<file path="src/rtl/spi_port_scheduler.sv">
// Two per-port circular packet queues, round-robin arbitrated onto one shared
// output; each granted packet is held for HOLD cycles for the display stage.
module spi_port_scheduler #(
  parameter int size  = 8,
  parameter int DEPTH = 4,
  parameter int HOLD  = 16
) (
  input  logic                       clock,
  input  logic                       reset,
  input  logic                       pktValid,
  input  logic                       pktPort,
  input  logic                       pktError,
  input  logic [size-1:0]            pktData,
  output logic                       outValid,
  output logic                       outPort,
  output logic [size-1:0]            outData,
  output logic                       full1,
  output logic                       full2,
  output logic [$clog2(DEPTH):0]     count1,
  output logic [$clog2(DEPTH):0]     count2,
  output logic [7:0]                 dropCount,
  output logic                       errorFlag
);

  // state | meaning
  // IDLE  | nothing on the output, waiting for a queued packet
  // SHOW  | granted packet on outData, hold counter running down to 0

  localparam int PW = $clog2(DEPTH);
  localparam int CW = PW + 1;
  localparam int HW = $clog2(HOLD);

  typedef enum logic {IDLE, SHOW} state_t;

  state_t            state, state_nxt;
  logic [size-1:0]   mem [2][DEPTH];
  logic [PW-1:0]     wr_ptr [2];
  logic [PW-1:0]     rd_ptr [2];
  logic [CW-1:0]     cnt [2];
  logic [1:0]        nonempty, is_full, push, pop;
  logic              drop;
  logic [HW-1:0]     hold_cnt;
  logic              last_served;
  logic              do_grant;
  logic              grant_port;

  assign nonempty = {cnt[1] != '0, cnt[0] != '0};
  assign is_full  = {cnt[1] == CW'(DEPTH), cnt[0] == CW'(DEPTH)};

  // Fullness is judged on the registered count, so a same-cycle pop never makes room.
  always_comb begin
    push = 2'b00;
    drop = 1'b0;
    if (pktValid) begin
      if (pktError || is_full[pktPort]) drop = 1'b1;
      else push[pktPort] = 1'b1;
    end
  end

  assign grant_port = (nonempty == 2'b11) ? ~last_served : nonempty[1];

  always_comb begin
    state_nxt = state;
    do_grant  = 1'b0;
    case (state)
      IDLE: begin
        if (|nonempty) begin
          do_grant  = 1'b1;
          state_nxt = SHOW;
        end
      end
      SHOW: begin
        if (hold_cnt == '0) begin
          if (|nonempty) do_grant = 1'b1;
          else state_nxt = IDLE;
        end
      end
      default: state_nxt = IDLE;
    endcase
  end

  assign pop = do_grant ? (grant_port ? 2'b10 : 2'b01) : 2'b00;

  always_ff @(posedge clock) begin
    if (reset) state <= IDLE;
    else state <= state_nxt;
  end

  always_ff @(posedge clock) begin
    for (int p = 0; p < 2; p++) begin
      if (push[p]) mem[p][wr_ptr[p]] <= pktData;
    end
  end

  always_ff @(posedge clock) begin
    if (reset) begin
      for (int p = 0; p < 2; p++) begin
        wr_ptr[p] <= '0;
        rd_ptr[p] <= '0;
        cnt[p]    <= '0;
      end
      outData     <= '0;
      outPort     <= 1'b0;
      hold_cnt    <= '0;
      last_served <= 1'b1;
      dropCount   <= '0;
      errorFlag   <= 1'b0;
    end else begin
      for (int p = 0; p < 2; p++) begin
        if (push[p]) wr_ptr[p] <= wr_ptr[p] + 1'b1;
        if (pop[p])  rd_ptr[p] <= rd_ptr[p] + 1'b1;
        if (push[p] && !pop[p])      cnt[p] <= cnt[p] + 1'b1;
        else if (pop[p] && !push[p]) cnt[p] <= cnt[p] - 1'b1;
      end
      if (do_grant) begin
        outData     <= mem[grant_port][rd_ptr[grant_port]];
        outPort     <= grant_port;
        last_served <= grant_port;
        hold_cnt    <= HW'(HOLD - 1);
      end else if (state == SHOW && hold_cnt != '0) begin
        hold_cnt <= hold_cnt - 1'b1;
      end
      if (drop && dropCount != 8'hFF) dropCount <= dropCount + 1'b1;
      if (pktValid && pktError) errorFlag <= 1'b1;
    end
  end

  assign outValid = (state == SHOW);
  assign full1    = is_full[0];
  assign full2    = is_full[1];
  assign count1   = cnt[0];
  assign count2   = cnt[1];

endmodule

</file>
<file path="config.mk">
export PLATFORM = sky130hd
export DESIGN_NAME = spi_port_scheduler
export DESIGN_NICKNAME = d
export VERILOG_FILES = /design/src/rtl/spi_port_scheduler.sv
export SDC_FILE = /design/constraint.sdc
export NUM_CORES = 1
export LEC_CHECK = 0
export BUFFER_PORTS_ARGS = -buffer_cell sky130_fd_sc_hd__buf_2
export CAP_MARGIN = 40
export CORE_MARGIN = 5
export CORE_UTILIZATION = 50
export DETAILED_ROUTE_END_ITERATION = 7
export PLACE_DENSITY = 0.69
export SLEW_MARGIN = 20
export SYNTH_ARGS = -nofsm -noshare
export SYNTH_HDL_FRONTEND = slang
export SYNTH_SLANG_ARGS = --single-unit
</file>
<file path="constraint.sdc">
create_clock -name clock -period 3.9 [get_ports clock]
set_input_delay 0.39 -clock clock [delete_from_list [all_inputs] [get_ports clock]]
set_output_delay 0.39 -clock clock [all_outputs]
set_load 0.1 [all_outputs]
</file>
* Yosys cells after proc, flatten, opt, wreduce, memory -nomap -nowiden
Memory sizes are Yosys's and may differ from the RTL's.
Index checks and enable logic that the tools add are counted.
** Operators by class
- Add/sub/neg operators :: 10
- Order comparisons :: 7
- Equal/unequal tests :: 4
- Mux-type cells :: 66
- Bitwise operators :: 13
- Reduce and logical (&&, ||, !) cells :: 22
** Operator list (count)
- $mux W32 :: 4
- $mux W1 :: 38
- $demux W8 S2 :: 2
- $mux W8 :: 4
- $reduce_or A32 Y1 :: 1
- $bmux W8 S2 :: 1
- $mux W2 :: 8
- $mux W3 :: 4
- $logic_and A1 B1 Y1 :: 10
- $ge A3 B3 Y1 const B :: 3
- $not A2 Y3 :: 3
- $add A2 B1 Y2 const B :: 4
- $add A8 B1 Y8 const B :: 1
- $mux W4 :: 2
- $ne A8 B8 Y1 const B :: 1
- $or A1 B1 Y1 :: 8
- $add A3 B1 Y3 const B :: 2
- $eq A3 B3 Y1 const B :: 2
- $lt A3 B1 Y1 const B :: 2
- $reduce_bool A3 Y1 :: 2
- $sub A3 B1 Y3 const B :: 2
- $logic_not A1 Y1 :: 4
- $logic_not A4 Y1 :: 1
- $pmux W1 S2 :: 2
- 10 further kinds :: 11
** Word-level totals
- Register bits after elaboration :: 24
- RAM bits :: 78
- Input bits :: 13
- Output and inout bits :: 27
- Word-level logic and storage cells :: 133
- Memories kept :: 4
** Memory list
- mem :: words 2, width 32, rd ports 1, clocked after Yosys merged registers in 0, wr ports 1, line 36 : logic [size-1:0] mem [2][DEPTH];
- cnt :: words 2, width 3, rd ports 2, clocked after Yosys merged registers in 0, wr ports 2, line 39 : logic [CW-1:0] cnt [2];
- rd_ptr :: words 2, width 2, rd ports 3, clocked after Yosys merged registers in 0, wr ports 2, line 38 : logic [PW-1:0] rd_ptr [2];
- wr_ptr :: words 2, width 2, rd ports 2, clocked after Yosys merged registers in 0, wr ports 2, line 37 : logic [PW-1:0] wr_ptr [2];

* Logic depth before layout (Yosys ltp)
Gate-level depths: netlist (run 1).
- Depth after elaboration :: 13
- Depth in mapped cells :: 10
- Depth with buffers taken out :: 9

* Least setup slack after synthesis (run 1)
No wires, ideal clock.
- Path type :: register -> register
- From :: memory cnt[0][2] (netlist bit)
- To :: memory cnt[0][2] (netlist bit) (data pin)
- Library setup time :: 256 ps
- Arrival time :: 4024 ps
- Required time :: 3644 ps
- Setup slack :: -380 ps
- Stages on the path, launching flop included :: 8
- Path buffers :: 0
- Clock period less this slack :: 4280 ps
- Cells stage by stage :: edfxtp_1 nor3b_2 nor3_1 or4_4 fa_1 xor2_1 xnor2_1 nor2_1
** RTL lines (line)
- from (decl) :: 39

==> results of run 1 <==
[worst max path at each step]
stage                      from        end  slack (ps)  depth (start not counted)
finish              hold_cnt[0]  cnt[0][2]         960                          9
global route        hold_cnt[0]  cnt[0][2]         830                          9
CTS                 hold_cnt[0]  cnt[0][2]         960                          9
detailed placement  hold_cnt[0]  cnt[0][2]         970                          9
global placement    hold_cnt[0]  cnt[0][2]        1080                          9
floorplan             cnt[0][2]  cnt[0][2]         110                          7
[flip-flops by register name, indices dropped and copies added (netlist names)]
register / cells
outPort: 1
cnt: 6
dropCount: 8
rd_ptr: 4
mem: 64
errorFlag: 1
last_served: 1
hold_cnt: 4
outData: 8
outValid: 1
wr_ptr: 4
[where the power goes]
part | leakage, nW | total (mW) | internal [mW] | switching, mW
Clock | 0.0964 | 0.663 | 0.303 | 0.360
Combinational | 0.858 | 1.77 | 0.540 | 1.23
Sequential | 0.925 | 1.47 | 1.33 | 0.139
Total | 1.88 | 3.90 | 2.17 | 1.73
[placed cells by master (no fill, tap or decap), types with 2 or more instances in the layout]
cell      synthesis  final
xor2_1            2      2
o21ai_0           3      3
a21oi_1           8      8
or3_1             3      3
and2_1            7      7
and3_1            6      6
inv_1            15     15
or2_2             4      4
nand2b_1          6      6
a211oi_1         10     10
nor4_1            5      5
mux4_2            9      9
nor3_1            9      9
nor2_1           27     27
clkbuf_8          0      9
o21ai_1           2      2
or4_4             2      2
nand3_1           3      3
nand2_1           8      8
a311oi_1          3      3
mux2i_1          28     28
ha_1             14     14
dfxtp_1          24     24
nand4_1           3      3
edfxtp_1         78     78
buf_2             5     39
buf_8             0      2
xnor2_1          11     11
[layer usage]
| metal | part of all wire (%) | track usage, % | up-vias |
|---|---|---|---|
| li1 | - | - | 1280 |
| met1 | 47 | 20.08 | 1248 |
| met2 | 48 | 24.42 | 32 |
| met3 | 3.4 | 3.329 | 10 |
| met4 | 1.3 | 4.749 | 0 |
| met5 | 0 | 0 | - |
[worst max-delay path, stage by stage (launching register included)]
cell     delay, ps
dfxtp_1        350
inv_1          110
ha_1           160
or3b_1         480
a22o_4         330
or4_4          530
fa_1           390
xor2_1         170
xnor2_1        130
nor2_1          60
[stage by stage]
stage	setup WS, ps	std cells	instance area [sq um]	util [%]
after global placement	1081	456	4792	54.68
after CTS	956.4	474	5020	57.28
after global routing	830.2	474	5020	57.28
after detailed placement	969.4	458	4822	55.03
final	955.3	474	5020	57.28
after floorplan	106.5	320	4528	-
[kinds of logic after synthesis]
logic type	Yosys count	share of synthesized area [%]
mux	38	11.01
buf+inv	27	2.877
flops	102	62.42
compound gates	34	5.839
fa+ha+maj	15	4.317
xor+xnor	13	2.518
simple gates	91	11.01
[final cells by class]
| class | count | area [sq um] |
|---|---|---|
| Sequential cell | 102 | 2823 |
| Clock inverter | 6 | 70.07 |
| Tap cell | 108 | 135.1 |
| Inverter | 15 | 56.30 |
| Clock buffer | 10 | 127.6 |
| Multi-Input combinational cell | 191 | 1575 |
| Fill cell | 725 | 3744 |
| Timing Repair Buffer | 42 | 232.7 |
==> impl_metrics.tcl, run 1 <==
set metrics [dict create \
    avgSynthCellArea_sq_um 14.13 \
    detail-route-antenna-nets 0 \
    synth_nets 348 \
    worstMarginPinSlew_ps 907.5 \
    die_w_um 105.1 \
    worst-r2r-setup-slack_ps 960 \
    gp_congestion 0.7941 \
    synth_top_area_share_pct 51.80 \
    ys_seq_area_share_pct 62.42 \
    track_usage_pct 15.00 \
    crit_fanout 6 \
    start_util_pct 51.60 \
    timing.final.crit_share_pct 75.51 \
    via_per_inst 5.422 \
    num_vias 2570 \
    p_per_area_nw_per_um2 777.7 \
    start_kind "flip-flop" \
    yosys-top-cells-area "edfxtp_1 52%, dfxtp_1 11%, mux2i_1 6.2%" \
    synth_area_leader_cell "edfxtp_1" \
    ff2ff_path_depth 9 \
    htreeDepth 3 \
    grt-ovfl-total 0 \
    rsz0062_at_grt "false" \
    ir_drop_v 0.0003034 \
    cap_violations 0 \
    wl_per_cell_um 16.97 \
    ctsHoldBuffers 0 \
    cts_max_path_buffers 2 \
    dpl.hpwl_um 5631 \
    finalMaxSlewViolations 0 \
    final-hold-violation-count 0 \
    clk_pin_slew_ps 100 \
    diodes 0 \
    first_iter_violations 75 \
    die_h_um 105.1 \
    whs_endpoint "mem[1][0]" \
    worstPathArrival_ps 3060 \
    max_freq_mhz 339.6 \
    relSlewSlack_pct 39.14 \
    synth_flop_cell "edfxtp_1" \
    end_kind "flip-flop" \
    port_buffers 39 \
    rows 34 \
    synth_top_cells_by_count "78 x edfxtp_1, 28 x mux2i_1, 27 x nor2_1" \
    grt_max_degree 40 \
    syn_area_sq_um 4522 \
    nets 389 \
    cts_num_sinks 102 \
    fin_setup_tns_ps 0 \
    whs_ps 291.0 \
    cts_setup_buffers 0 \
    whs_path_depth 1 \
    grt_antenna_before_repair 0 \
    dr.pass1.iters 4 \
    drc_errors 0 \
    ios 40 \
    cts-resized-gates 0 \
    hold_class "input port to flip-flop" \
    routed_wl_um 8046 \
    worstSetupPathType "flip-flop to flip-flop" \
    grt_pass1_vias 2590 \
    dieArea_sq_um 11050 \
    required_ps 4020 \
    tritoncts "yes" \
    synth_cell_types 46 \
    syn_inst 320 \
    total_power_mw 3.904 \
    ys_seq_elements 102 \
    setup_viol 0 \
    area_delta_synth_final_pct 11.01 \
    async_reset_ff_share_pct 0 \
    synth_edf_count 78 \
    r2r-end "cnt[0][2]" \
    fin_worst_skew_ps 14.99 \
    drive_gt1_share_pct 21.31 \
    timing.rr.start "hold_cnt[0]" \
    insertion_delay_ps 360 \
    cts_made_buffers 9 \
    status "completed" \
    hold_path.startpoint "pktData[0]" \
    grt_pass1_wl_um 13090 \
    coreArea_sq_um 8763 \
    ys_warn_count 0 \
    power.leakage_nw 1.879 \
    period_needed_ps 2945 \
    synth.most_common_cell "edfxtp_1" \
    root_buffer "clkbuf_8" \
]
Note: power is estimated with default switching activity, not from simulation.
==> run 2, diff against run 1 <==
PLACE_DENSITY = 0.71   (was 0.69)
clock period = 2.6 ns   (was 3.9 ns; I/O delays follow)
==> run 2 against run 1 <==
Highest routed layer unchanged. Fmax up 10%. The run now ends with setup timing left. Cell count increased by 3.6%. Combinational power is 66% higher.
==> impl_metrics.tcl, run 2 (same netlist as run 1, synthesis figures left out) <==
set metrics [dict create \
    placed_cells 475 \
    port_buffers 39 \
    setup_viol 1 \
    grt_antenna_before_repair 0 \
    rsz0062_at_grt "true" \
    ios 40 \
    gp_congestion 0.8303 \
    power.leakage_nw 1.969 \
    num_vias 2681 \
    worstMarginPinSlew_ps 660.4 \
    r2r-end "cnt[0][2]" \
    final_common_cell "edfxtp_1" \
    grt-ovfl-total 0 \
    worst-r2r-setup-slack_ps -70 \
    first_iter_violations 94 \
    worstPathArrival_ps 2790 \
    fin_util_pct 59.32 \
    ctsHoldBuffers 0 \
    drive_gt1_share_pct 29.77 \
    fillers 699 \
    power.switching_mw 2.711 \
    grt_pass1_vias 2694 \
    largest_register_ff_count 64 \
    area_delta_synth_final_pct 14.97 \
    pwr-share-clk_pct 16.2 \
    hold_class "input port to flip-flop" \
    timing.final.crit_share_pct 102.6 \
    fin_worst_skew_ps 18.19 \
    grt_max_degree 39 \
    endpoint "cnt[0][2]" \
    wl_per_cell_um 16.44 \
    nets 406 \
    clk_pin_slew_ps 110 \
    grt_pass1_wl_um 13400 \
    cts_made_buffers 9 \
    finalMaxSlewViolations 0 \
    multi_input_area_sq_um 1638 \
    tritoncts "yes" \
    track_usage_pct 15.33 \
    p_comb_share_pct 48.5 \
    switching_share_pct 44.87 \
    via_per_inst 5.460 \
    setup_ws_ps -66.45 \
    start_util_pct 51.60 \
    dieArea_sq_um 11050 \
    final-hold-violation-count 0 \
    crit_fanout 2 \
    ir_drop_v 0.0005156 \
    violations "setup timing" \
    instances_no_fill 491 \
    cts_num_sinks 102 \
    timing.rr.start "hold_cnt[0]" \
    root_buffer "clkbuf_8" \
    seqPwrFrac_pct 35.3 \
    startpoint "hold_cnt[0]" \
    die_h_um 105.1 \
    cts_max_path_buffers 2 \
    relSlewSlack_pct 55.64 \
    htreeDepth 3 \
    whs_ps 155.6 \
    routed_wl_um 8070 \
    end_kind "flip-flop" \
    dr.pass1.iters 6 \
    worstSetupPathType "flip-flop to flip-flop" \
    total_power_mw 6.041 \
    insertion_delay_ps 370 \
    drc_errors 0 \
    internal_power_mw 3.330 \
    rows 34 \
    detail-route-antenna-nets 0 \
    cts_setup_buffers 0 \
    start_kind "flip-flop" \
    regArea_sq_um 2823 \
    period_needed_ps 2666 \
    diodes 0 \
    layout_common_cells "78 x edfxtp_1, 39 x buf_2, 28 x mux2i_1" \
    required_ps 2720 \
    status "finished, violations left" \
    ff2ff_path_depth 9 \
    die_w_um 105.1 \
    max_freq_mhz 375.0 \
    coreArea_sq_um 8763 \
    p_per_area_nw_per_um2 1162 \
    cap_violations 0 \
    dpl.hpwl_um 5661 \
]
run 2: cell count changes in the layout (fill, tap and decap cells not counted), sizes merged:
cell	previous run	this run
buf	42	59
bufinv	1	0
clkbuf	10	9
clkinv	2	3
inv	17	18
run 2: power groups by stage:
stage	Clock (mW)	Combinational [mW]	Sequential [mW]
2_1_floorplan	0	1.44	3.05
3_3_place_gp	0	2.91	2.17
3_5_place_dp	0	2.94	2.17
4_1_cts	0.994	2.95	2.14
5_1_grt	1.06	3.12	2.17
6_report	0.976	2.93	2.13
run 2: how the worst min path moves through the flow:
| stage | from | endpoint | cells after the start |
|---|---|---|---|
| 3_3_place_gp | outPort | outPort | 2 |
| 3_5_place_dp | outPort | outPort | 2 |
| 4_1_cts | pktData[7] | mem[0][15] | 1 |
| 2_1_floorplan | pktData[0] | mem[0][0] | 0 |
| 6_report | pktData[2] | mem[0][26] | 1 |
| 5_1_grt | pktData[7] | mem[1][7] | 1 |
run 2: worst max-delay path, stage by stage, from the launching register on:
cell	delay, ps
dfxtp_1	320
inv_1	70
ha_1	140
or3b_4	390
a22o_4	270
or4_4	520
fa_2	350
xor2_1	150
xnor2_1	160
nor2_1	50
run 2: what timing repair did:
action                     CTS  global route
gates cloned                 0             0
setup endpoints to repair    1             1
gates resized for setup      2             0
pin swaps                    0             0
run 2: layout make-up:
type | count | area share [%]
Sequential cell | 102 | 54.30
Multi-Input combinational cell | 191 | 31.50
Timing Repair Buffer | 59 | 6.643
Tap cell | 108 | 2.599
Clock buffer | 9 | 2.383
Clock inverter | 7 | 1.492
Inverter | 15 | 1.083
run 2: layer usage:
layer  wire length, um  vias up  global-route usage [%]
met5                 0        -                       0
met4                99        0                   5.297
met3               285        8                   2.959
met2              3893       49                   24.73
met1              3792     1307                   20.85
li1                  -     1317                       -
run 2: per-stage QoR:
stage | setup WS (ps) | TNS (ps) | instance area (sq um)
after floorplan | -1051 | -14430 | 4586
after global placement | -45.70 | -45.70 | 4992
after detailed placement | -104.5 | -104.5 | 4992
after CTS | -55.82 | -55.82 | 5199
after global routing | -153.4 | -153.4 | 5199
final | -66.45 | -66.45 | 5199
==> run 3, diff against run 2 <==
CORE_UTILIZATION = 45   (was 50)
PLACE_DENSITY = 0.72   (was 0.71)
==> run 3 against run 2 <==
The flow still finishes with violations (setup timing). Die area up 10%. Global-route usage decreased by 0.65 points. Worst setup slack got worse by 14 ps. Count of clock-buffer cells in the layout rose by 3. Design area grew 0.72%. Largest power group unchanged. Clock power down 2.4%. Combinational power rose by 2%. Fmax is 0.54% lower. Register-to-register slack hardly changed.
==> impl_metrics.tcl, run 3 (same netlist as run 1, synthesis figures left out) <==
set metrics [dict create \
    status "finished, violations left" \
    violations "setup timing" \
    total_power_mw 6.064 \
    fillers 803 \
    detail-route-antenna-nets 0 \
    multi_input_area_sq_um 1650 \
    regArea_sq_um 2825 \
    htreeDepth 3 \
    timing.final.crit_share_pct 103.1 \
    pwr-share-clk_pct 15.7 \
    worstPathArrival_ps 2790 \
    dpl.hpwl_um 5828 \
    ios 40 \
    slowest_stage "or4_4" \
    worstSetupPathType "flip-flop to flip-flop" \
    gp_congestion 0.8582 \
    worstMarginPinSlew_ps 718.1 \
    drive_gt1_share_pct 30.21 \
    coreArea_sq_um 9774 \
    root_buffer "clkbuf_8" \
    num_vias 2665 \
    dr.pass1.iters 4 \
    setup_viol 1 \
    internal_power_mw 3.415 \
    track_usage_pct 14.69 \
    seqPwrFrac_pct 35.2 \
    power.switching_mw 2.649 \
    cpLargestDelayFamily "simple AND/OR/NAND/NOR gates" \
    tritoncts "yes" \
    cts_num_sinks 102 \
    cpPeakStageDelay_ps 550 \
    via_per_inst 5.155 \
    clk_pin_slew_ps 100 \
    cap_violations 0 \
    ctsHoldBuffers 0 \
    hold_class "input port to flip-flop" \
    p_per_area_nw_per_um2 1158 \
    drc_errors 0 \
    cts_made_buffers 9 \
    grt-ovfl-total 0 \
    relSlewSlack_pct 51.76 \
    finalMaxSlewViolations 0 \
    grt_max_degree 39 \
    ir_drop_v 0.0005894 \
    final_common_cell "edfxtp_1" \
    routed_wl_um 8413 \
    place_ws_ps -132.0 \
    insertion_delay_ps 350 \
    diodes 0 \
    fin_setup_tns_ps -80.85 \
    switching_share_pct 43.69 \
    largest_register_ff_count 64 \
    start_kind "flip-flop" \
    setup_ws_ps -80.85 \
    wl_per_cell_um 16.27 \
    max_freq_mhz 373.0 \
    whs_ps 187.6 \
    crit_fanout 2 \
    rows 36 \
    p_comb_share_pct 49.1 \
    rsz0062_at_grt "true" \
    grt_pass1_vias 2702 \
    fin_util_pct 53.57 \
    die_w_um 110.2 \
    area_delta_synth_final_pct 15.80 \
    dieArea_sq_um 12150 \
    required_ps 2710 \
    grt_antenna_before_repair 0 \
    end_kind "flip-flop" \
    critical_path.cell_chain "inv_2 -> ha_4 -> or3b_4 -> a22o_4 -> or4_4 -> fa_2 -> xor2_1 -> xnor2_1 -> nor2_1" \
    period_needed_ps 2681 \
    start_util_pct 46.26 \
    port_buffers 39 \
    grt_pass1_wl_um 13520 \
    final-hold-violation-count 0 \
    die_h_um 110.2 \
    first_iter_violations 110 \
    fin_worst_skew_ps 14.39 \
    layout_common_cells "78 x edfxtp_1, 39 x buf_2, 28 x mux2i_1" \
    crit_buf_inv 1 \
    cts_max_path_buffers 2 \
    nets 407 \
    power.leakage_nw 1.962 \
]
run 3: changes by cell type in the layout (fill, tap and decap cells not counted), moves of 2 or more:
cell	previous run	this run
clkbuf_1	0	3
clkinv_8	2	0
dfxtp_1	24	22
dfxtp_2	0	2
inv_1	15	13
inv_2	0	2
inv_6	2	0
run 3: what timing repair did:
| item | CTS | global route |
|---|---|---|
| setup endpoints to repair | 1 | 2 |
| resized for setup | 2 | 6 |
| pin swaps | 1 | 6 |
| setup buffers | 0 | 1 |
run 3: power groups by stage:
stage / clock network (mW) / logic (mW) / registers (mW)
after floorplan: 0 / 1.44 / 3.05
after global placement: 0 / 2.91 / 2.16
after detailed placement: 0 / 2.97 / 2.17
after CTS: 0.976 / 2.98 / 2.13
after global routing: 1.04 / 3.18 / 2.16
final: 0.953 / 2.98 / 2.13
run 3: path summary, 6_finish.rpt:
check | from | to | slack, ps | cells after the start
worst max-delay path | hold_cnt[1] | cnt[0][2] | -80 | 9
worst min-delay path | pktData[2] | mem[0][2] | 190 | 1
worst min register to register | outPort | outPort | 470 | 2
worst max register to register | hold_cnt[1] | cnt[0][2] | -80 | 9
run 3: layout make-up:
cell class	count	area share [%]
well taps	133	3.178
flip-flops and latches	102	53.95
clock inverters	4	0.9558
inverters	15	1.075
clock buffers	12	2.581
multi-input cells	191	31.52
repair buffers	60	6.738
run 3: per-stage QoR:
| stage | cell area [sq um] | std cells |
|---|---|---|
| global route | 5236 | 517 |
| global placement | 5024 | 500 |
| CTS | 5214 | 516 |
| finish | 5236 | 517 |
| detailed placement | 5024 | 500 |
| floorplan | 4586 | 320 |
run 3: routing by layer:
layer	track usage [%]	vias up	part of all wire (%)
met5	0	-	0
met4	4.573	0	0.73
met3	2.970	4	3.3
met2	23.83	33	51
met1	19.98	1314	45
li1	-	1314	-
